===== src/rtl/elevator_pkg.sv =====
// Shared floor limits, request record and issuer state encoding for the elevator request path.
package elevator_pkg;
  localparam int   FLOOR_W   = 3;
  localparam int   MIN_FLOOR = 1;
  localparam int   MAX_FLOOR = 5;
  localparam logic DIR_UP    = 1'b1;
  localparam logic DIR_DOWN  = 1'b0;

  typedef logic [FLOOR_W-1:0] floor_t;

  typedef struct packed {
    floor_t src;
    floor_t dest;
    logic   dir;
  } req_t;

  typedef enum logic [2:0] {
    IDLE,
    SETUP,
    PULSE,
    HOLD,
    GAP
  } issuer_state_t;

  function automatic logic req_legal(input floor_t src, input floor_t dest);
    return (src  >= floor_t'(MIN_FLOOR)) && (src  <= floor_t'(MAX_FLOOR)) &&
           (dest >= floor_t'(MIN_FLOOR)) && (dest <= floor_t'(MAX_FLOOR)) &&
           (src != dest);
  endfunction

  function automatic logic req_dir(input floor_t src, input floor_t dest);
    return (dest > src) ? DIR_UP : DIR_DOWN;
  endfunction
endpackage


===== src/rtl/call_request_issuer_if.sv =====
// Passenger request push port: valid/ready handshake carrying source and destination floors.
interface call_request_issuer_if;
  import elevator_pkg::*;

  logic   req_valid;
  logic   req_ready;
  floor_t req_src;
  floor_t req_dest;

  modport master (output req_valid, output req_src, output req_dest, input req_ready);
  modport slave  (input req_valid, input req_src, input req_dest, output req_ready);
endinterface


===== src/rtl/call_request_issuer_fifo.sv =====
// Request FIFO: head is read combinationally, a push is visible one cycle later.
// Push is ignored when full and pop when empty; the producer must honour full_o.
module req_fifo
  import elevator_pkg::*;
#(
  parameter  int DEPTH = 4,
  localparam int AW    = $clog2(DEPTH)
) (
  input  logic        clk,
  input  logic        rst,
  input  logic        push_i,
  input  req_t        push_dat_i,
  input  logic        pop_i,
  output req_t        pop_dat_o,
  output logic        full_o,
  output logic        empty_o,
  output logic [AW:0] count_o
);
  req_t          mem_q [DEPTH];
  logic [AW-1:0] wr_ptr_q;
  logic [AW-1:0] rd_ptr_q;
  logic [AW:0]   count_q;
  logic          push_ok;
  logic          pop_ok;

  assign full_o    = (count_q == (AW+1)'(DEPTH));
  assign empty_o   = (count_q == '0);
  assign count_o   = count_q;
  assign pop_dat_o = mem_q[rd_ptr_q];
  assign push_ok   = push_i && !full_o;
  assign pop_ok    = pop_i && !empty_o;

  always_ff @(posedge clk) begin
    if (push_ok) begin
      mem_q[wr_ptr_q] <= push_dat_i;
    end
  end

  // Pointers wrap naturally because DEPTH is a power of two.
  always_ff @(posedge clk or posedge rst) begin
    if (rst) begin
      wr_ptr_q <= '0;
      rd_ptr_q <= '0;
      count_q  <= '0;
    end else begin
      if (push_ok) wr_ptr_q <= wr_ptr_q + AW'(1);
      if (pop_ok)  rd_ptr_q <= rd_ptr_q + AW'(1);
      case ({push_ok, pop_ok})
        2'b10:   count_q <= count_q + (AW+1)'(1);
        2'b01:   count_q <= count_q - (AW+1)'(1);
        default: count_q <= count_q;
      endcase
    end
  end
endmodule


===== src/rtl/call_request_issuer.sv =====
// Buffers passenger requests and drives set_clk strobes; accept to set_clk rise is 2 cycles, req_ready drops when full.
// CALL_REQUEST_DEDUP_EN: a request matching the FIFO tail or the in-flight request is accepted and dropped.
module call_request_issuer
  import elevator_pkg::*;
#(
  parameter int FIFO_DEPTH = 4,
  parameter int PULSE_CYC  = 1,
  parameter int GAP_CYC    = 25
) (
  input  logic                        clk,
  input  logic                        rst,
  call_request_issuer_if.slave        req,
  output logic                        set_clk,
  output floor_t                      src_input,
  output floor_t                      dest_input,
  output logic                        direction_input,
  output logic                        busy,
  output logic                        err_reject,
  output logic [$clog2(FIFO_DEPTH):0] fifo_count
);
  localparam int CNT_MAX = (PULSE_CYC > GAP_CYC) ? PULSE_CYC : GAP_CYC;
  localparam int CNT_W   = $clog2(CNT_MAX + 1);

  issuer_state_t    state_q;
  logic [CNT_W-1:0] cnt_q;
  logic             set_clk_q;
  logic             err_q;
  logic             err_d;
  req_t             cur_q;
  req_t             in_req;
  req_t             head_req;
  logic             full;
  logic             empty;
  logic             accept;
  logic             legal;
  logic             dup;
  logic             push;
  logic             pop;

  assign in_req = '{src: req.req_src, dest: req.req_dest, dir: req_dir(req.req_src, req.req_dest)};

  assign req.req_ready = !full;
  assign accept        = req.req_valid && !full;
  assign legal         = req_legal(req.req_src, req.req_dest);
  assign err_d         = accept && !legal;
  assign push          = accept && legal && !dup;
  assign pop           = (state_q == IDLE) && !empty;

`ifdef CALL_REQUEST_DEDUP_EN
  // The last pushed entry is the tail for as long as the FIFO is non-empty.
  logic [2*FLOOR_W-1:0] tail_q;
  logic                 in_flight;

  assign in_flight = state_q inside {SETUP, PULSE, HOLD};
  assign dup = (!empty && (tail_q == {in_req.src, in_req.dest})) ||
               (in_flight && (cur_q.src == in_req.src) && (cur_q.dest == in_req.dest));

  always_ff @(posedge clk or posedge rst) begin
    if (rst) begin
      tail_q <= '0;
    end else if (push) begin
      tail_q <= {in_req.src, in_req.dest};
    end
  end
`else
  assign dup = 1'b0;
`endif

  req_fifo #(
    .DEPTH (FIFO_DEPTH)
  ) u_fifo (
    .clk        (clk),
    .rst        (rst),
    .push_i     (push),
    .push_dat_i (in_req),
    .pop_i      (pop),
    .pop_dat_o  (head_req),
    .full_o     (full),
    .empty_o    (empty),
    .count_o    (fifo_count)
  );

  always_ff @(posedge clk or posedge rst) begin
    if (rst) begin
      state_q   <= IDLE;
      cnt_q     <= '0;
      set_clk_q <= 1'b0;
      cur_q     <= '0;
      err_q     <= 1'b0;
    end else begin
      err_q <= err_d;
      case (state_q)
        IDLE: begin
          if (!empty) begin
            cur_q   <= head_req;
            state_q <= SETUP;
          end
        end
        SETUP: begin
          set_clk_q <= 1'b1;
          cnt_q     <= CNT_W'(PULSE_CYC - 1);
          state_q   <= PULSE;
        end
        PULSE: begin
          if (cnt_q == '0) begin
            set_clk_q <= 1'b0;
            state_q   <= HOLD;
          end else begin
            cnt_q <= cnt_q - CNT_W'(1);
          end
        end
        HOLD: begin
          cnt_q   <= CNT_W'(GAP_CYC - 1);
          state_q <= GAP;
        end
        GAP: begin
          if (cnt_q == '0) begin
            state_q <= IDLE;
          end else begin
            cnt_q <= cnt_q - CNT_W'(1);
          end
        end
        default: state_q <= IDLE;
      endcase
    end
  end

  assign set_clk         = set_clk_q;
  assign src_input       = cur_q.src;
  assign dest_input      = cur_q.dest;
  assign direction_input = cur_q.dir;
  assign err_reject      = err_q;
  assign busy            = (state_q != IDLE) || !empty;
endmodule


===== src/flat_wrapper.sv =====
// flat-port wrapper written by rule: the top's interface ports become plain ports
module call_request_issuer_flat import elevator_pkg::*;
#(
  parameter int FIFO_DEPTH = 4,
  parameter int PULSE_CYC  = 1,
  parameter int GAP_CYC    = 25
)
  (clk, rst, set_clk, src_input, dest_input, direction_input, busy, err_reject, fifo_count, req_req_valid, req_req_src, req_req_dest, req_req_ready);
  call_request_issuer_if req_i ();
  input  logic clk;
  input  logic rst;
  output logic set_clk;
  output floor_t src_input;
  output floor_t dest_input;
  output logic direction_input;
  output logic busy;
  output logic err_reject;
  output logic [$clog2(FIFO_DEPTH):0] fifo_count;
  input wire logic [$bits(req_i.req_valid)-1:0] req_req_valid;
  input wire logic [$bits(req_i.req_src)-1:0] req_req_src;
  input wire logic [$bits(req_i.req_dest)-1:0] req_req_dest;
  output wire logic [$bits(req_i.req_ready)-1:0] req_req_ready;
  assign req_i.req_valid = req_req_valid;
  assign req_i.req_src = req_req_src;
  assign req_i.req_dest = req_req_dest;
  assign req_req_ready = req_i.req_ready;
  call_request_issuer #(.FIFO_DEPTH(FIFO_DEPTH), .PULSE_CYC(PULSE_CYC), .GAP_CYC(GAP_CYC)) u_core (.clk(clk), .rst(rst), .req(req_i), .set_clk(set_clk), .src_input(src_input), .dest_input(dest_input), .direction_input(direction_input), .busy(busy), .err_reject(err_reject), .fifo_count(fifo_count));
endmodule

===== config.mk =====
export PLATFORM = sky130hd
export DESIGN_NAME = call_request_issuer_flat
export DESIGN_NICKNAME = d
export VERILOG_FILES = /design/src/rtl/elevator_pkg.sv /design/src/rtl/call_request_issuer_if.sv /design/src/rtl/call_request_issuer_fifo.sv /design/src/rtl/call_request_issuer.sv /design/src/flat_wrapper.sv
export SDC_FILE = /design/constraint.sdc
export NUM_CORES = 1
export LEC_CHECK = 0
export ABC_AREA = 1
export BUFFER_PORTS_ARGS = -buffer_cell sky130_fd_sc_hd__buf_2
export CAP_MARGIN = 20
export CELL_PAD_IN_SITES_DETAIL_PLACEMENT = 1
export CELL_PAD_IN_SITES_GLOBAL_PLACEMENT = 1
export CORE_ASPECT_RATIO = 1.4
export CORE_UTILIZATION = 49
export CTS_CLUSTER_SIZE = 40
export DETAILED_ROUTE_END_ITERATION = 6
export GPL_ROUTABILITY_DRIVEN = 0
export GPL_TIMING_DRIVEN = 0
export PLACE_DENSITY = 0.82
export SETUP_SLACK_MARGIN = 0.3
export SLEW_MARGIN = 5
export SYNTH_ARGS = -nofsm -noshare
export SYNTH_HDL_FRONTEND = slang
export SYNTH_SLANG_ARGS = --single-unit

===== constraint.sdc =====
create_clock -name clk -period 3.4 [get_ports clk]
set_input_delay 0.68 -clock clk [delete_from_list [all_inputs] [get_ports clk]]
set_output_delay 0.68 -clock clk [all_outputs]
set_load 0.1 [all_outputs]

==> impl_metrics.yaml <==
clocking:
  cts.clk_slew.worst_paths_ns: 0.09
  cts-root-buf: "clkbuf_8"
  cts-buffers-inserted: 5
  numClockSinks: 52
  cts_setup_buffers: 0
  cts-hold-fix-buffers: 0
  htreeDepth: 2
  clk_latency_ns: 0.31
  cts_tree: "built"
  cts-resized-gates: 0
  clock_path_buffers: 2
placed_design:
  place_area_um2: 2580
  hpwl_um: 3630
  io_buffers: 22
setup_path:
  crit_arrival_ns: 2.86
  worstSetupPathType: "input port to flip-flop"
  reg2reg_depth: 9
  worstPathMaxFanout: 7
  crit_required_ns: 3.63
  startpoint_type: "input port"
  crit_path_end_kind: "flip-flop"
timing:
  finalHoldViolations: 0
  clock_skew_ns: 0.0116
  period_share_pct: 77.4
  tns_ns: 0
  slew_violations: 0
  min_period_ns: 2.63
  max_freq_mhz: 380
  setup-violations-final: 0
  hold_ws_ns: 0.478
  rsz0062_at_grt: "no"
  max_slew.worst_pin.slew_ns: 0.884
  slew_headroom_pct: 41.0
run_status:
  status: "finished, final reports clean"
floorplan:
  fp.dieArea_um2: 5170
  dieWidth_um: 61.1
  start_util_pct: 51.9
  coreArea_um2: 4610
  std_cell_rows: 29
  fp.dieH_um: 84.7
  ioPinCount: 23
global_routing:
  grt_max_degree: 25
  grt_most_used_layer: "met2"
  gr-usage-met2_pct: 38.6
  antenna_found_initial: 0
  grt_pass1_wl_um: 8020
  grt.total_usage_pct: 21.5
  overflow: 0
  grtUsageMet1_pct: 24.6
  use_met3_pct: 4.62
  grt_pass1_vias: 1724
routing:
  vias_per_cell: 4.87
  vias: 1637
  wl_um: 4760
  route.detailed.drc: 0
  wire_per_inst_um: 14.2
  drt_iter0_drc: 59
  dr.pass1.iters: 6
  ant_nets: 0
min_path:
  holdPathStages: 2
  min_path_type: "flip-flop to flip-flop"
cells_and_area:
  final_area_um2: 2670
  nNetsFinal: 292
  utilization_pct: 58.0
  num_antenna_cells: 0
  mostFrequentLayoutCell: "nand2_1"
  mostFrequentLayoutCells: "nand2_1 (61), nor2_1 (38), edfxtp_1 (28)"
  drive_above_1_share_pct: 16.8
  syn_to_final_growth_pct: 11.7
yosys:
  syn_inst: 244
  synth-seq-cells: 52
  syn_area_per_cell_um2: 9.80
  synth_area_um2: 2390
  yosys_warnings: 0
  synth_cell_types: 26
  ys_seq_area_share_pct: 60.3
  synth_nets: 263
job:
  drv_cap: 0
critical path, stage by stage:
cell and delay, ns:
buf_2 0.14, inv_1 0.08, ha_1 0.32, nand3_1 0.12, nand2_1 0.08, nor2_1 0.27
nand2_1 0.25, ha_1 0.26, inv_1 0.10, fa_1 0.42, o21ai_0 0.14
cells in the mapped netlist:
library cell	count	area (um2)
a21boi_0	1	7.51
a21boi_2	1	11.3
a21oi_1	3	15.0
buf_2	1	5.00
buf_4	1	7.51
buf_6	1	11.3
dfrtp_1	24	601
edfxtp_1	28	841
fa_1	1	20.0
ha_1	9	113
inv_1	23	86.3
inv_2	2	7.51
inv_4	1	6.26
nand2_1	61	229
nand2_2	3	18.8
nand2_4	1	11.3
nand3_1	8	40.0
nand3b_1	2	15.0
nor2_1	38	143
nor2_2	3	18.8
nor2_4	1	11.3
o21ai_0	24	120
o21ai_1	2	10.0
o21ai_2	1	8.76
xnor2_1	2	17.5
xor2_1	2	17.5
registers in the layout, indices dropped and copies added, names as in the netlist, 2 cells and up:
signal                  count
u_core.dest_input           3
u_core.u_fifo.count_o       3
u_core.src_input            3
u_core.cnt_q                5
u_core.u_fifo.wr_ptr_q      2
u_core.u_fifo.mem_q        28
u_core.state_q              3
u_core.u_fifo.rd_ptr_q      2
routing by layer:
layer,part of all wire [%],vias up,wire (um)
li1,-,842,-
met1,42,773,2000
met2,55,20,2640
met3,2.0,2,93
met4,0.63,0,30
met5,0,-,0
through the flow:
| step | std cells | worst slack [ns] |
|---|---|---|
| 2_1_floorplan | 244 | 0.761 |
| 3_3_place_gp | 328 | 0.518 |
| 3_5_place_dp | 328 | 0.438 |
| 4_1_cts | 336 | 0.762 |
| 5_1_grt | 336 | 0.627 |
| 6_report | 336 | 0.767 |
logic make-up after synthesis:
logic type | after synthesis | synth area share [%]
AND/OR/NAND/NOR | 117 | 20.3
adder cells (fa/ha/maj) | 10 | 5.54
flip-flops | 52 | 60.3
XOR/XNOR | 4 | 1.46
buffers and inverters | 29 | 5.18
AO/OA/AOI/OAI | 32 | 7.22
worst paths after layout:
check / start / endpoint / slack (ns)
worst min-delay path: u_core.dest_input[0] / u_core.dest_input[0] / 0.48
worst max-delay path: req_req_src[2] / u_core.u_fifo.count_o[1] / 0.77
worst min register to register: u_core.dest_input[0] / u_core.dest_input[0] / 0.48
worst max register to register: u_core.u_fifo.count_o[0] / u_core.u_fifo.count_o[2] / 1.23
max in group asynchronous: rst / u_core.cnt_q[4] / 2.31
min in group asynchronous: rst / u_core.u_fifo.count_o[0] / 0.55
cell type report:
| cell class | instances | area (um2) |
|---|---|---|
| buffer | 3 | 23.8 |
| clock buffer | 5 | 68.8 |
| clock inverter | 3 | 22.5 |
| fill | 557 | 1940 |
| inverter | 26 | 100 |
| multi-input combinational | 163 | 827 |
| sequential | 52 | 1440 |
| tap | 62 | 77.6 |
| timing repair buffer | 22 | 110 |
Power is left out: the tool's default activity adds up to more than one toggle a clock period on the data nets, which glitch-free logic cannot reach.
